[src/rtl/gcd_pkg.sv]
// Shared types and helpers for the binary GCD engine.
// Holds the FSM state encoding and the saturating counter step.
package gcd_pkg;

  localparam int STATE_W = 3;

  typedef enum logic [STATE_W-1:0] {
    IDLE,
    ZERO_CHK,
    REDUCE,
    LOOP,
    SCALE,
    DONE
  } state_e;

  // Increment that sticks at 2**width-1; width must stay below 32.
  function automatic logic [31:0] sat_inc(input logic [31:0] value, input int unsigned width);
    logic [31:0] max_v;
    max_v = (32'd1 << width) - 32'd1;
    return (value >= max_v) ? max_v : value + 32'd1;
  endfunction

endpackage

[src/rtl/gcd_binary_hs.sv]
// Binary (Stein) GCD engine: one iteration per clock, valid/ready on both sides.
// Result, coprime flag and cycle count hold until the next DONE.
//
//   state    | meaning
//   IDLE     | ready for a new operand pair
//   ZERO_CHK | short-circuit when either operand is zero
//   REDUCE   | strip common factors of two, counting them in k
//   LOOP     | Stein iteration until x == y
//   SCALE    | restore common factor: res = x << k
//   DONE     | result presented until the sink takes it
module gcd_binary_hs
  import gcd_pkg::*;
#(
  parameter int unsigned WIDTH = 8,
  parameter int unsigned CYC_W = 6
) (
  input  logic             clk_i,
  input  logic             rst_i,
  input  logic             in_valid_i,
  output logic             in_ready_o,
  input  logic [WIDTH-1:0] in_a_i,
  input  logic [WIDTH-1:0] in_b_i,
  output logic             out_valid_o,
  input  logic             out_ready_i,
  output logic [WIDTH-1:0] out_gcd_o,
  output logic             out_coprime_o,
  output logic [CYC_W-1:0] out_cycles_o
);

  localparam int unsigned KW = $clog2(WIDTH);

  state_e           state_q, state_d;
  logic [WIDTH-1:0] x_q, x_d, y_q, y_d, res_q, res_d;
  logic [KW-1:0]    k_q, k_d;
  logic [CYC_W-1:0] cnt_q, cnt_d, cyc_q, cyc_d;
  logic             cop_q, cop_d;

  logic             x_even, y_even, any_zero;
  logic [WIDTH-1:0] diff_xy, diff_yx, scaled, zero_res;
  logic [CYC_W-1:0] cnt_inc;

  assign x_even   = ~x_q[0];
  assign y_even   = ~y_q[0];
  assign any_zero = (x_q == '0) || (y_q == '0);
  assign diff_xy  = x_q - y_q;
  assign diff_yx  = y_q - x_q;
  assign scaled   = x_q << k_q;
  assign zero_res = x_q | y_q;
  assign cnt_inc  = CYC_W'(sat_inc(32'(cnt_q), CYC_W));

  assign in_ready_o    = (state_q == IDLE);
  assign out_valid_o   = (state_q == DONE);
  assign out_gcd_o     = res_q;
  assign out_coprime_o = cop_q;
  assign out_cycles_o  = cyc_q;

  always_ff @(posedge clk_i) begin
    if (rst_i) state_q <= IDLE;
    else       state_q <= state_d;
  end

  always_comb begin
    state_d = state_q;
    case (state_q)
      IDLE:     if (in_valid_i) state_d = ZERO_CHK;
      ZERO_CHK: state_d = any_zero ? DONE : REDUCE;
      REDUCE:   if (!(x_even && y_even)) state_d = LOOP;
      LOOP:     if (x_q == y_q) state_d = SCALE;
      SCALE:    state_d = DONE;
      DONE:     if (out_ready_i) state_d = IDLE;
      default:  state_d = IDLE;
    endcase
  end

  always_comb begin
    x_d   = x_q;
    y_d   = y_q;
    k_d   = k_q;
    cnt_d = cnt_q;
    res_d = res_q;
    cop_d = cop_q;
    cyc_d = cyc_q;
    case (state_q)
      IDLE: begin
        if (in_valid_i) begin
          x_d   = in_a_i;
          y_d   = in_b_i;
          k_d   = '0;
          cnt_d = '0;
        end
      end
      ZERO_CHK: begin
        if (any_zero) begin
          res_d = zero_res;
          cop_d = (zero_res == WIDTH'(1));
          cyc_d = cnt_q;
        end
      end
      REDUCE: begin
        cnt_d = cnt_inc;
        if (x_even && y_even) begin
          x_d = x_q >> 1;
          y_d = y_q >> 1;
          k_d = k_q + KW'(1);
        end
      end
      LOOP: begin
        cnt_d = cnt_inc;
        // Both operands odd in the subtract branches, so the difference is even.
        if (x_q != y_q) begin
          if (x_even)          x_d = x_q >> 1;
          else if (y_even)     y_d = y_q >> 1;
          else if (x_q > y_q)  x_d = diff_xy >> 1;
          else                 y_d = diff_yx >> 1;
        end
      end
      SCALE: begin
        cnt_d = cnt_inc;
        res_d = scaled;
        cop_d = (scaled == WIDTH'(1));
        cyc_d = cnt_inc;
      end
      default: ;
    endcase
  end

  always_ff @(posedge clk_i) begin
    if (rst_i) begin
      x_q   <= '0;
      y_q   <= '0;
      k_q   <= '0;
      cnt_q <= '0;
      res_q <= '0;
      cop_q <= 1'b0;
      cyc_q <= '0;
    end else begin
      x_q   <= x_d;
      y_q   <= y_d;
      k_q   <= k_d;
      cnt_q <= cnt_d;
      res_q <= res_d;
      cop_q <= cop_d;
      cyc_q <= cyc_d;
    end
  end

endmodule

[config.mk]
export PLATFORM = sky130hd
export DESIGN_NAME = gcd_binary_hs
export DESIGN_NICKNAME = d
export VERILOG_FILES = /design/src/rtl/gcd_pkg.sv /design/src/rtl/gcd_binary_hs.sv
export SDC_FILE = /design/constraint.sdc
export NUM_CORES = 1
export LEC_CHECK = 0
export BUFFER_PORTS_ARGS = -buffer_cell sky130_fd_sc_hd__buf_4
export CAP_MARGIN = 30
export CORE_MARGIN = 1.5
export CORE_UTILIZATION = 56
export CTS_BUF_LIST = sky130_fd_sc_hd__clkbuf_8
export CTS_CLUSTER_DIAMETER = 80
export CTS_CLUSTER_SIZE = 30
export DETAILED_ROUTE_END_ITERATION = 8
export MAX_ROUTING_LAYER = met4
export PLACE_DENSITY = 0.77
export SYNTH_ARGS = -nofsm -noshare
export SYNTH_HDL_FRONTEND = slang
export SYNTH_SLANG_ARGS = --single-unit
[constraint.sdc]
create_clock -name clk_i -period 2.9 [get_ports clk_i]
set_input_delay 0.29 -clock clk_i [delete_from_list [all_inputs] [get_ports clk_i]]
set_output_delay 0.29 -clock clk_i [all_outputs]
set_load 0.1 [all_outputs]
# Word level (Yosys, flattened, before mapping)

Cells that the tools add are included.

Word-level logic and storage cells: 90
Memories: 0
Output and inout bits: 17
Register bits: 43
Memory bits (writable): 0
Memory bits (read-only): 0
Bits of input ports: 20
Bits in latches: 0

Bitwise operators: 3
Divide/modulo/power cells: 0
Magnitude comparators: 2
Equality and inequality tests: 20
Shift-type cells: 1
Multipliers: 0
Reduce and logical (&&, ||, !) cells: 18
$add $sub $neg: 4
Multiplexer cells: 32

Operators by type and width:

| operator                                                        | count |
|---|---|
| 8-bit 2-to-1 mux                                                | 13 |
| 8-bit case mux with 3 select lines                              | 2 |
| 6-bit case mux with 2 select lines                              | 2 |
| 3-bit 2-to-1 mux                                                | 7 |
| 6-bit 2-to-1 mux                                                | 3 |
| 3-bit case mux with 6 select lines                              | 1 |
| 8-bit by 1-bit == test with 1-bit output, second input constant | 2 |
| 8-bit zero test                                                 | 2 |
| 8-bit case mux with 2 select lines                              | 1 |
| 8-bit subtractor                                                | 2 |
| 2-bit != test, second input constant                            | 7 |
| 6-bit AND reduction                                             | 2 |
| 3-bit != test, second input constant                            | 3 |
| 8-bit == test                                                   | 1 |
| 8-bit greater-than comparator                                   | 1 |
| 8-bit != test                                                   | 1 |
| 8-bit bitwise OR                                                | 1 |
| 4-bit AND reduction                                             | 2 |
| 8-bit by 3-bit left shift with 8-bit output                     | 1 |
| 6-bit by 1-bit adder with 6-bit output, second input constant   | 1 |
| 3-bit by 2-bit == test with 1-bit output, second input constant | 2 |
| 3-bit == test, second input constant                            | 2 |
| 6-bit greater-or-equal comparator, second input constant        | 1 |
| 3-bit case mux with 2 select lines                              | 1 |
| 15 further kinds                                                | 19 |

# Logic depth before layout (Yosys ltp)

Depth after elaboration: 6
Depth in mapped cells: 11
Gate-level depth less buffers: 9

# Worst setup path after synthesis

No wires, ideal clock.

Path kind: flip-flop to output port
Start point: register state_q[0]
End point: output port in_ready_o
Stages on the path, launching flop included: 4
Path slack: -67 ps
Data arrival time: 2677 ps
Required time: 2610 ps
Cells stage by stage: dfxtp_1 > buf_2 > buf_2 > nor3_1

Cells in the longest elaborated chain, start to end: 1

RTL lines:

| what                   | RTL line            | RTL |
|---|---|---|
| from (decl)            | gcd_binary_hs.sv:32 | `state_e state_q, state_d;` |
| from (signal assigned) | gcd_binary_hs.sv:59 | `else state_q <= state_d;` |
| 3-bit zero test        | gcd_binary_hs.sv:51 | `assign in_ready_o = (state_q == IDLE);` |
| to (decl)              | gcd_binary_hs.sv:20 | `output logic in_ready_o,` |

Every way passes these cells.

# Final worst setup path

Start point: register x_q[2]
End point: register x_q[5]

Cells in the longest elaborated chain, start to end: 6
Elaborated cells on any way between the ends: 11
Classes of those cells: add/sub (1); order compare (1); eq/ne (3); mux (5); reduce/logical (1)

RTL lines:

| what                               | RTL line             | RTL |
|---|---|---|
| from (decl)                        | gcd_binary_hs.sv:33  | `logic [WIDTH-1:0] x_q, x_d, y_q, y_d, res_q, res_d;` |
| from (signal assigned)             | gcd_binary_hs.sv:129 | `x_q <= '0;` |
| from (signal assigned)             | gcd_binary_hs.sv:137 | `x_q <= x_d;` |
| 8-bit subtractor                   | gcd_binary_hs.sv:45  | `assign diff_xy = x_q - y_q;` |
| 8-bit 2-to-1 mux                   | gcd_binary_hs.sv:113 | `else if (x_q > y_q) x_d = diff_xy >> 1;` |
| 8-bit 2-to-1 mux                   | gcd_binary_hs.sv:112 | `else if (y_even) y_d = y_q >> 1;` |
| 8-bit 2-to-1 mux                   | gcd_binary_hs.sv:111 | `if (x_even) x_d = x_q >> 1;` |
| 8-bit 2-to-1 mux                   | gcd_binary_hs.sv:110 | `if (x_q != y_q) begin` |
| 8-bit case mux with 3 select lines | gcd_binary_hs.sv:83  | `case (state_q)` |

Several ways; a longest one is shown, not always the timed one. The select of a mux whose other input is x is not followed.
A chain may end at the register's enable or synchronous reset.

==> metrics.cfg <==
[synth]
yosys_warnings=0
synth-xor-area-share_pct=2.27
synth_seq_cells=43
synth_top_family_by_area=compound AO/OA/AOI/OAI gates
synth_area_um2=3480
ys_seq_area_share_pct=24.7
synthAdderAreaFrac_pct=10.5
ys.flop_type=dfxtp_1
synth_nets=463
synth_cell_types=75
muxShareOfSynthArea_pct=5.43
synth_cells=415
synth_compound_area_share_pct=28.4
synthArstFlopShare_pct=0
synth-simple-area-share_pct=21.4
avgSynthCellArea_um2=8.38
synth_edf_count=0

[layout]
final_cell_mix=54 x buf_4, 44 x nor2_1, 43 x dfxtp_1
layout-drive-gt1-share_pct=21.2
final_common_cell=buf_4
area_growth_pct=13.2
final_nets=496
fillCellCount=519
diodes=0

[global_route]
use_met2_pct=46.3
grtUsageTotal_pct=30.4
grt_max_degree=46
grt.busiest_layer=met2
overflow=0
met1_usage_pct=41.7
antenna_found_initial=0
grt_pass1_vias=2981
grt_pass1_wl_mm=15.1
gr-usage-met3_pct=5.11

[timing]
worst_pin_slew_ns=0.637
clock.fmax_mhz=366
rsz0062_at_grt=false
period_needed_ns=2.73
setup_viol=0
slew_viol_final=0
skew_ns=0.00634
fin_crit_sh_pct=94.2
slew_headroom_pct=57.5
report.final.hold_viol_count=0
whs_ns=0.294
tns_ns=0

[floorplan]
start_util_pct=58.4
die_x_um=81.8
fp-row-count=28
num_io_pins=37
dieArea_um2=6700
core_area_um2=5960
die_h_um=81.8

[min_path]
min_to=state_q[2]$_SDFFE_PP0P_
worstHoldStart=out_ready_i
hp-class=input port to register
whs_path_depth=3

[routing]
remaining_drc_errors=0
viasPerCell=6.36
drt-total-wl_mm=9.13
wire_per_inst_um=17.4
dr.pass1.iters=7
drtAntennaViolNets=0
via_count=3333
drtIter0Drc=263

[worst_setup_path]
rr_worst_depth=8
rrSetupSlack_ns=0.17
rr_startpoint=x_q[2]$_SDFFE_PP0P_
cp.arrival_ns=2.94
required_ns=3.11
cp-start-kind=register
r2r-end=x_q[5]$_SDFFE_PP0P_
path_max_fanout=13
path_class=register to register
end_kind=register

[clock_tree]
cts_buffers=5
insertion_delay_ns=0.30
cts_tree=built
ctsHoldBuffers=0
cts_root_buf=clkbuf_8
cts_resized=0
clock-sinks=43
worst_setup_hold_path_clk_slew_ns=0.09
cts_buffer_depth=2
htree_levels=2
cts_setup_buffers=0

[run]
cap_violations=0

[place]
dp_hpwl_mm=6.85
io_buffers=36
place.gp.congestion=0.914

[outcome]
status=finished, final reports clean

-- cells in the mapped netlist (all sizes together) (3+ instances only) --
library cell | n | area share [%]
buf | 16 | 3.3
o21a | 4 | 0.86
and2 | 4 | 0.72
o31a | 3 | 0.76
nor2b | 8 | 1.4
a211oi | 20 | 5.0
mux4 | 3 | 1.9
clkbuf | 12 | 1.3
nor3b | 3 | 0.65
xor2 | 3 | 0.76
o21bai | 4 | 0.86
nor4 | 9 | 2.2
a221oi | 5 | 1.4
dfxtp | 43 | 25
xnor2 | 6 | 1.5
a22oi | 8 | 1.7
nor2 | 48 | 5.5
a21oi | 29 | 4.2
o211ai | 3 | 0.65
nor3 | 12 | 2.3
o21ai | 23 | 3.3
mux2i | 11 | 3.2
a311oi | 6 | 1.9
inv | 25 | 2.7
nand2 | 21 | 2.3
nand3b | 3 | 0.65
nand2b | 7 | 1.3
nand3 | 8 | 1.2
ha | 26 | 9.3
-- cell type report --
class,instances,area (um^2),share of cell area [%]
clock buffers,5,68.8,1.75
clock inverters,3,43.8,1.11
inverters,25,93.8,2.38
multi-input cells,319,2370,60.2
flip-flops and latches,43,861,21.9
well taps,75,93.8,2.38
repair buffers,54,405,10.3
-- logic make-up after synthesis --
| kind of cell | after synthesis |
|---|---|
| AOI/OAI and AO/OA | 129 |
| DFF | 43 |
| and+or+nand+nor | 138 |
| xor gates and xnor gates | 9 |
| muxes | 15 |
| buffers and inverters | 53 |
| adders and majority gates | 28 |
-- worst max path at each step --
stage | start | to | cells after the start
after global routing | x_q[2]$_SDFFE_PP0P_ | x_q[5]$_SDFFE_PP0P_ | 8
after detailed placement | x_q[2]$_SDFFE_PP0P_ | x_q[5]$_SDFFE_PP0P_ | 8
after global placement | x_q[2]$_SDFFE_PP0P_ | x_q[5]$_SDFFE_PP0P_ | 8
after CTS | x_q[2]$_SDFFE_PP0P_ | x_q[5]$_SDFFE_PP0P_ | 8
final | x_q[2]$_SDFFE_PP0P_ | x_q[5]$_SDFFE_PP0P_ | 8
after floorplan | x_q[0]$_SDFFE_PP0P_ | x_q[5]$_SDFFE_PP0P_ | 10
-- per-layer routing --
layer / wire length, um / part of all wire (%)
met4: 169 / 1.9
met2: 4090 / 45
met3: 679 / 7.4
met1: 4190 / 46
met5: 0 / 0
-- stage by stage --
stage	worst slack, ns	util [%]	std cells	instance area (um^2)
after global placement	0.380	64.2	516	3820
final	0.168	66.1	524	3940
after floorplan	0.250	-	415	3480
after global routing	0.0526	66.1	524	3940
after detailed placement	0.241	64.2	516	3820
after CTS	0.215	66.1	524	3940
-- critical path: stages, from the launching register on --
cell and delay, ns:
dfxtp_1 0.47, inv_1 0.10, ha_1 0.54, nor3_2 0.09, and3_1 0.22, o31a_1 0.32, a41oi_4 0.48, nor2_1 0.13
a311oi_2 0.27
-- sequential cells by signal, summed over array words and instances (netlist names) --
name	flops
cnt_q	6
k_q	3
out_coprime_o	1
out_cycles_o	6
out_gcd_o	8
state_q	3
x_q	8
y_q	8
Power is left out: the tool's default activity adds up to more than one toggle a clock period on the data nets, which glitch-free logic cannot reach.
